<file path="config.mk">
export PLATFORM = sky130hd
export DESIGN_NAME = conv_window_sequencer
export DESIGN_NICKNAME = d
export VERILOG_FILES = /design/src/rtl/conv_window_sequencer.sv
export SDC_FILE = /design/constraint.sdc
export NUM_CORES = 1
export LEC_CHECK = 0
export CORE_MARGIN = 2
export CORE_UTILIZATION = 42
export CTS_CLUSTER_DIAMETER = 100
export DETAILED_ROUTE_END_ITERATION = 8
export PLACE_DENSITY = 0.88
export SLEW_MARGIN = 20
export SYNTH_ARGS = -nofsm -noshare
export SYNTH_HDL_FRONTEND = slang
export SYNTH_SLANG_ARGS = --single-unit
export TNS_END_PERCENT = 5
</file>
<file path="constraint.sdc">
create_clock -name clk -period 1.9 [get_ports clk]
set_input_delay 0.475 -clock clk [delete_from_list [all_inputs] [get_ports clk]]
set_output_delay 0.475 -clock clk [all_outputs]
set_load 0.05 [all_outputs]
</file>
<file path="src/rtl/conv_window_sequencer.sv">
// Walks every valid KxK window of a binary ifmap, feeding one tap per cycle to an
// external MAC PE and presenting each finished window sum on a valid/ready port.
module conv_window_sequencer #(
  parameter int DATA_WIDTH      = 8,
  parameter int PSUM_DATA_WIDTH = 12,
  parameter int IMG_W           = 4,
  parameter int IMG_H           = 4,
  parameter int K               = 3,
  localparam int AW = (IMG_W * IMG_H > 1) ? $clog2(IMG_W * IMG_H) : 1,
  localparam int TW = (K * K > 1) ? $clog2(K * K) : 1,
  localparam int RW = (IMG_H > 1) ? $clog2(IMG_H) : 1,
  localparam int CW = (IMG_W > 1) ? $clog2(IMG_W) : 1
) (
  input  logic                       clk,
  input  logic                       rst_n,
  input  logic                       start,
  input  logic [DATA_WIDTH-1:0]      bias,
  output logic [AW-1:0]              ifmap_addr,
  input  logic                       ifmap_data,
  output logic [TW-1:0]              weight_addr,
  input  logic [DATA_WIDTH-1:0]      weight_data,
  output logic [PSUM_DATA_WIDTH-1:0] pe_inpsum,
  output logic [DATA_WIDTH-1:0]      pe_weight,
  output logic [DATA_WIDTH-1:0]      pe_bias,
  output logic                       pe_infmap,
  input  logic [PSUM_DATA_WIDTH-1:0] pe_outpsum,
  output logic [PSUM_DATA_WIDTH-1:0] out_psum,
  output logic [RW-1:0]              out_row,
  output logic [CW-1:0]              out_col,
  output logic                       out_valid,
  input  logic                       out_ready,
  output logic                       busy,
  output logic                       done,
  output logic [2:0]                 dbg_state
);

  // Output handshake: out_psum/out_row/out_col are valid while out_valid is high and
  // stay frozen until the cycle in which out_ready is also high; that cycle transfers.
  typedef enum logic [2:0] {IDLE, RUN, DRAIN, OUT, DONE} state_e;

  state_e                       state_q, state_d;
  logic [DATA_WIDTH-1:0]        bias_q, bias_d;
  logic [PSUM_DATA_WIDTH-1:0]   acc_q, acc_d;
  logic [RW-1:0]                row_q, row_d;
  logic [CW-1:0]                col_q, col_d;
  logic [RW-1:0]                ky_q, ky_d;
  logic [CW-1:0]                kx_q, kx_d;
  logic [TW-1:0]                tap_q, tap_d;
  logic                         rd_valid_q, rd_valid_d;
  logic                         first_q, first_d;
  logic                         last_tap, last_kx, last_col, last_row;

  assign last_tap = (tap_q == TW'(K * K - 1));
  assign last_kx  = (kx_q == CW'(K - 1));
  assign last_col = (col_q == CW'(IMG_W - K));
  assign last_row = (row_q == RW'(IMG_H - K));

  always_ff @(posedge clk or negedge rst_n) begin
    if (!rst_n) begin
      state_q    <= IDLE;
      bias_q     <= '0;
      acc_q      <= '0;
      row_q      <= '0;
      col_q      <= '0;
      ky_q       <= '0;
      kx_q       <= '0;
      tap_q      <= '0;
      rd_valid_q <= 1'b0;
      first_q    <= 1'b0;
    end else begin
      state_q    <= state_d;
      bias_q     <= bias_d;
      acc_q      <= acc_d;
      row_q      <= row_d;
      col_q      <= col_d;
      ky_q       <= ky_d;
      kx_q       <= kx_d;
      tap_q      <= tap_d;
      rd_valid_q <= rd_valid_d;
      first_q    <= first_d;
    end
  end

  always_comb begin
    state_d    = state_q;
    bias_d     = bias_q;
    acc_d      = acc_q;
    row_d      = row_q;
    col_d      = col_q;
    ky_d       = ky_q;
    kx_d       = kx_q;
    tap_d      = tap_q;
    rd_valid_d = 1'b0;
    first_d    = 1'b0;

    // Memory data lags the address by one cycle, so the PE result for the tap
    // issued last cycle lands here (covers both RUN and DRAIN).
    if (rd_valid_q) acc_d = pe_outpsum;

    case (state_q)
      IDLE: begin
        if (start) begin
          bias_d  = bias;
          row_d   = '0;
          col_d   = '0;
          ky_d    = '0;
          kx_d    = '0;
          tap_d   = '0;
          state_d = RUN;
        end
      end
      RUN: begin
        rd_valid_d = 1'b1;
        first_d    = (tap_q == '0);
        if (last_tap) begin
          tap_d   = '0;
          ky_d    = '0;
          kx_d    = '0;
          state_d = DRAIN;
        end else begin
          tap_d = tap_q + TW'(1);
          if (last_kx) begin
            kx_d = '0;
            ky_d = ky_q + RW'(1);
          end else begin
            kx_d = kx_q + CW'(1);
          end
        end
      end
      DRAIN: state_d = OUT;
      OUT: begin
        if (out_ready) begin
          if (last_col && last_row) begin
            state_d = DONE;
          end else begin
            state_d = RUN;
            if (last_col) begin
              col_d = '0;
              row_d = row_q + RW'(1);
            end else begin
              col_d = col_q + CW'(1);
            end
          end
        end
      end
      DONE:    state_d = IDLE;
      default: state_d = IDLE;
    endcase
  end

  always_comb begin
    ifmap_addr  = '0;
    weight_addr = '0;
    if (state_q == RUN) begin
      ifmap_addr  = (AW'(row_q) + AW'(ky_q)) * AW'(IMG_W) + AW'(col_q) + AW'(kx_q);
      weight_addr = tap_q;
    end
  end

  // Tap 0 of each window restarts the sum from zero and is the only tap carrying bias.
  assign pe_bias   = first_q ? bias_q : '0;
  assign pe_inpsum = first_q ? '0 : acc_q;
  assign pe_weight = weight_data;
  assign pe_infmap = ifmap_data;

  assign out_psum  = acc_q;
  assign out_row   = row_q;
  assign out_col   = col_q;
  assign out_valid = (state_q == OUT);
  assign busy      = (state_q != IDLE);
  assign done      = (state_q == DONE);
  assign dbg_state = state_q;

endmodule

</file>
==> results.cfg <==
[routing]
drt-pass1-iter-count = 4
routed_wl_microns = 4950
drcViolationCount = 0
drt-initial-drc-count = 91
vias = 1683
ant_nets = 0
vias_per_cell = 5.31
wl_per_cell_microns = 15.6

[synthesis]
yosys.area.top_type = dfrtp_1
synth_cell_type_count = 46
yosysSeqAreaShare_pct = 45.9
ys_seq_elements = 37
synth_top_area_share_pct = 45.9
ys_warn_count = 0
synthesis.nets = 225
synth_cells = 185
syn_area_per_cell_sq_um = 10.9
synth_area_sq_um = 2020
ys_top_cells_by_area = dfrtp_1 (46%), mux2_2 (11%), nor2b_1 (5.0%)

[grt]
first_global_vias = 1714
grt_pass1_wl_microns = 8100
grt_use_total_pct = 19.6
grt-ovfl-total = 0
antenna_found_initial = 0
grt_max_degree = 22

[layout]
mostFrequentLayoutCells = buf_12 (31), dfrtp_1 (30), buf_4 (29), clkdlybuf4s50_1 (22), mux2_2 (20)
drive_above_1_share_pct = 46.0
final_nets = 302
multi_input_area_sq_um = 1040
area_growth_pct = 62.6
register_area_sq_um = 935
final_common_cell = buf_12
fillerInstances = 318
antenna_cells = 0

[floorplan]
coreArea_sq_um = 4660
rows = 25
die_area_sq_um = 5370
initial_core_util_pct = 43.2
die_w_microns = 73.3
io_pins = 92
die_y_microns = 73.3

[clock_network]
tritoncts = done
hold_buffers = 0
clk_pin_slew_worst_paths_ps = 80
clock-sinks = 37
cts_buffer_depth = 2
htree_levels = 2
clk_latency_ps = 280
cts_made_buffers = 5
cts_root_buf = clkbuf_8

[setup_path]
crit_slowest_cell = fa_2
required_ps = 1420
r2r_start = tap_q[0]
startpoint = out_col[1]
ff2ff_path_depth = 5
cp-start-kind = register
worstSetupPathType = reg -> out
max_stage_delay_ps = 540
arrival_ps = 1660
crit_fanout = 2
worstPathCellList = buf_6, fa_2, and2_4, buf_12
endpoint_kind = primary output
rr_endpoint = ky_q[1]
reg2reg_setup_slack_ps = 200

[sta]
grt_setup_unrepaired = true
relSlewSlack_pct = 66.8
setup_slack_ps = -233
tns_ps = -1110
finalClockSkew_ps = 8.96
period_share_pct = 112
clock.fmax_ghz = 0.469
hold_violations = 0
tightestPinTransition_ps = 499
report.final.slew_viol_count = 0
finalSetupViolCount = 9
layout_min_cycle_time_ps = 2130

[outcome]
status = finished with violations
violations = setup timing

[run]
cap_viol_max_count = 0

[place]
io_buffer_count = 73
dpl_worst_slack_ps = -98.0
hpwl_microns = 3820
gp_congestion = 0.903

[worst_hold_path]
hold_path_class = in -> async
==> state kept, by name, indices dropped and copies added (netlist names) <==
register and count:
out_psum 12, bias_q 8, tap_q 4, dbg_state 3
kx_q 2, ky_q 2, out_col 2, out_row 2
first_q 1, rd_valid_q 1
==> routing by layer <==
metal	wire length [microns]	global-route usage (%)
met2	2450	33.2
met5	0	0
met1	2000	24.3
met3	409	5.35
met4	100	6.38
==> worst max path at each step <==
| stage | cells past startpoint | end |
|---|---|---|
| 6_report | 4 | ifmap_addr[1] |
| 5_1_grt | 4 | ifmap_addr[1] |
| 4_1_cts | 5 | ifmap_addr[3] |
| 3_5_place_dp | 3 | bias_q[2] |
| 3_3_place_gp | 3 | bias_q[2] |
| 2_1_floorplan | 4 | ifmap_addr[3] |
==> stage by stage <==
stage,utilization [%],hold WS [ps],cells,area [sq um]
6_report,70.3,150,317,3280
5_1_grt,70.3,175,317,3280
4_1_cts,69.9,149,317,3260
3_5_place_dp,67.1,461,307,3130
3_3_place_gp,67.1,455,307,3130
2_1_floorplan,-,179,185,2100
==> worst max-delay path: cells and delay by family (launching register included) <==
family,cells,cell delay [ps]
AND/OR/NAND/NOR,1,140
buffers and inverters,2,260
flip-flops,1,440
adder cells (fa/ha/maj),1,540
==> synthesized netlist by cell type, drive strengths merged <==
cell type / instances
o31ai: 1
a211o: 1
nor2b: 16
fa: 1
o2bb2ai: 1
nor4b: 1
a21o: 2
inv: 7
and3: 2
ha: 6
a2bb2oi: 1
o221ai: 1
nand2: 9
or4b: 1
or3: 2
and4b: 1
nand4: 1
or4: 1
clkbuf: 4
or2: 3
buf: 13
o22ai: 2
nand3: 3
nor2: 9
xnor3: 1
mux2: 20
a31oi: 3
nor3b: 1
xnor2: 1
a21boi: 1
a21oi: 3
o211ai: 1
mux2i: 2
and2: 12
or3b: 1
dfrtp: 37
o221a: 1
xor2: 1
nand3b: 3
and3b: 1
o21ai: 7
==> cell families after synthesis <==
kind of cell	count (synthesis)	share of synthesized area (%)
and+or+nand+nor	67	19.7
xor gates and xnor gates	3	1.99
adders and majority gates	7	4.72
muxes	22	12.2
DFF	37	45.9
buffers and inverters	24	7.26
AOI/OAI and AO/OA	25	8.19
==> area by class of cell <==
cell class / instances / area share [%]
inverters: 7 / 0.954
multi-input cells: 124 / 31.8
clock inverters: 1 / 0.229
repair buffers: 87 / 33.8
clock buffers: 7 / 2.63
well taps: 54 / 2.06
flip-flops and latches: 37 / 28.5
==> what timing repair did <==
action / in CTS / in global routing
pin swaps: 6 / 2
resized for setup: 7 / 3
setup endpoints to repair: 12 / 10
buffers inserted: 2 / 0
Power is not shown: default switching activity piles up to over one toggle a cycle in this logic, so the estimate is an artifact.
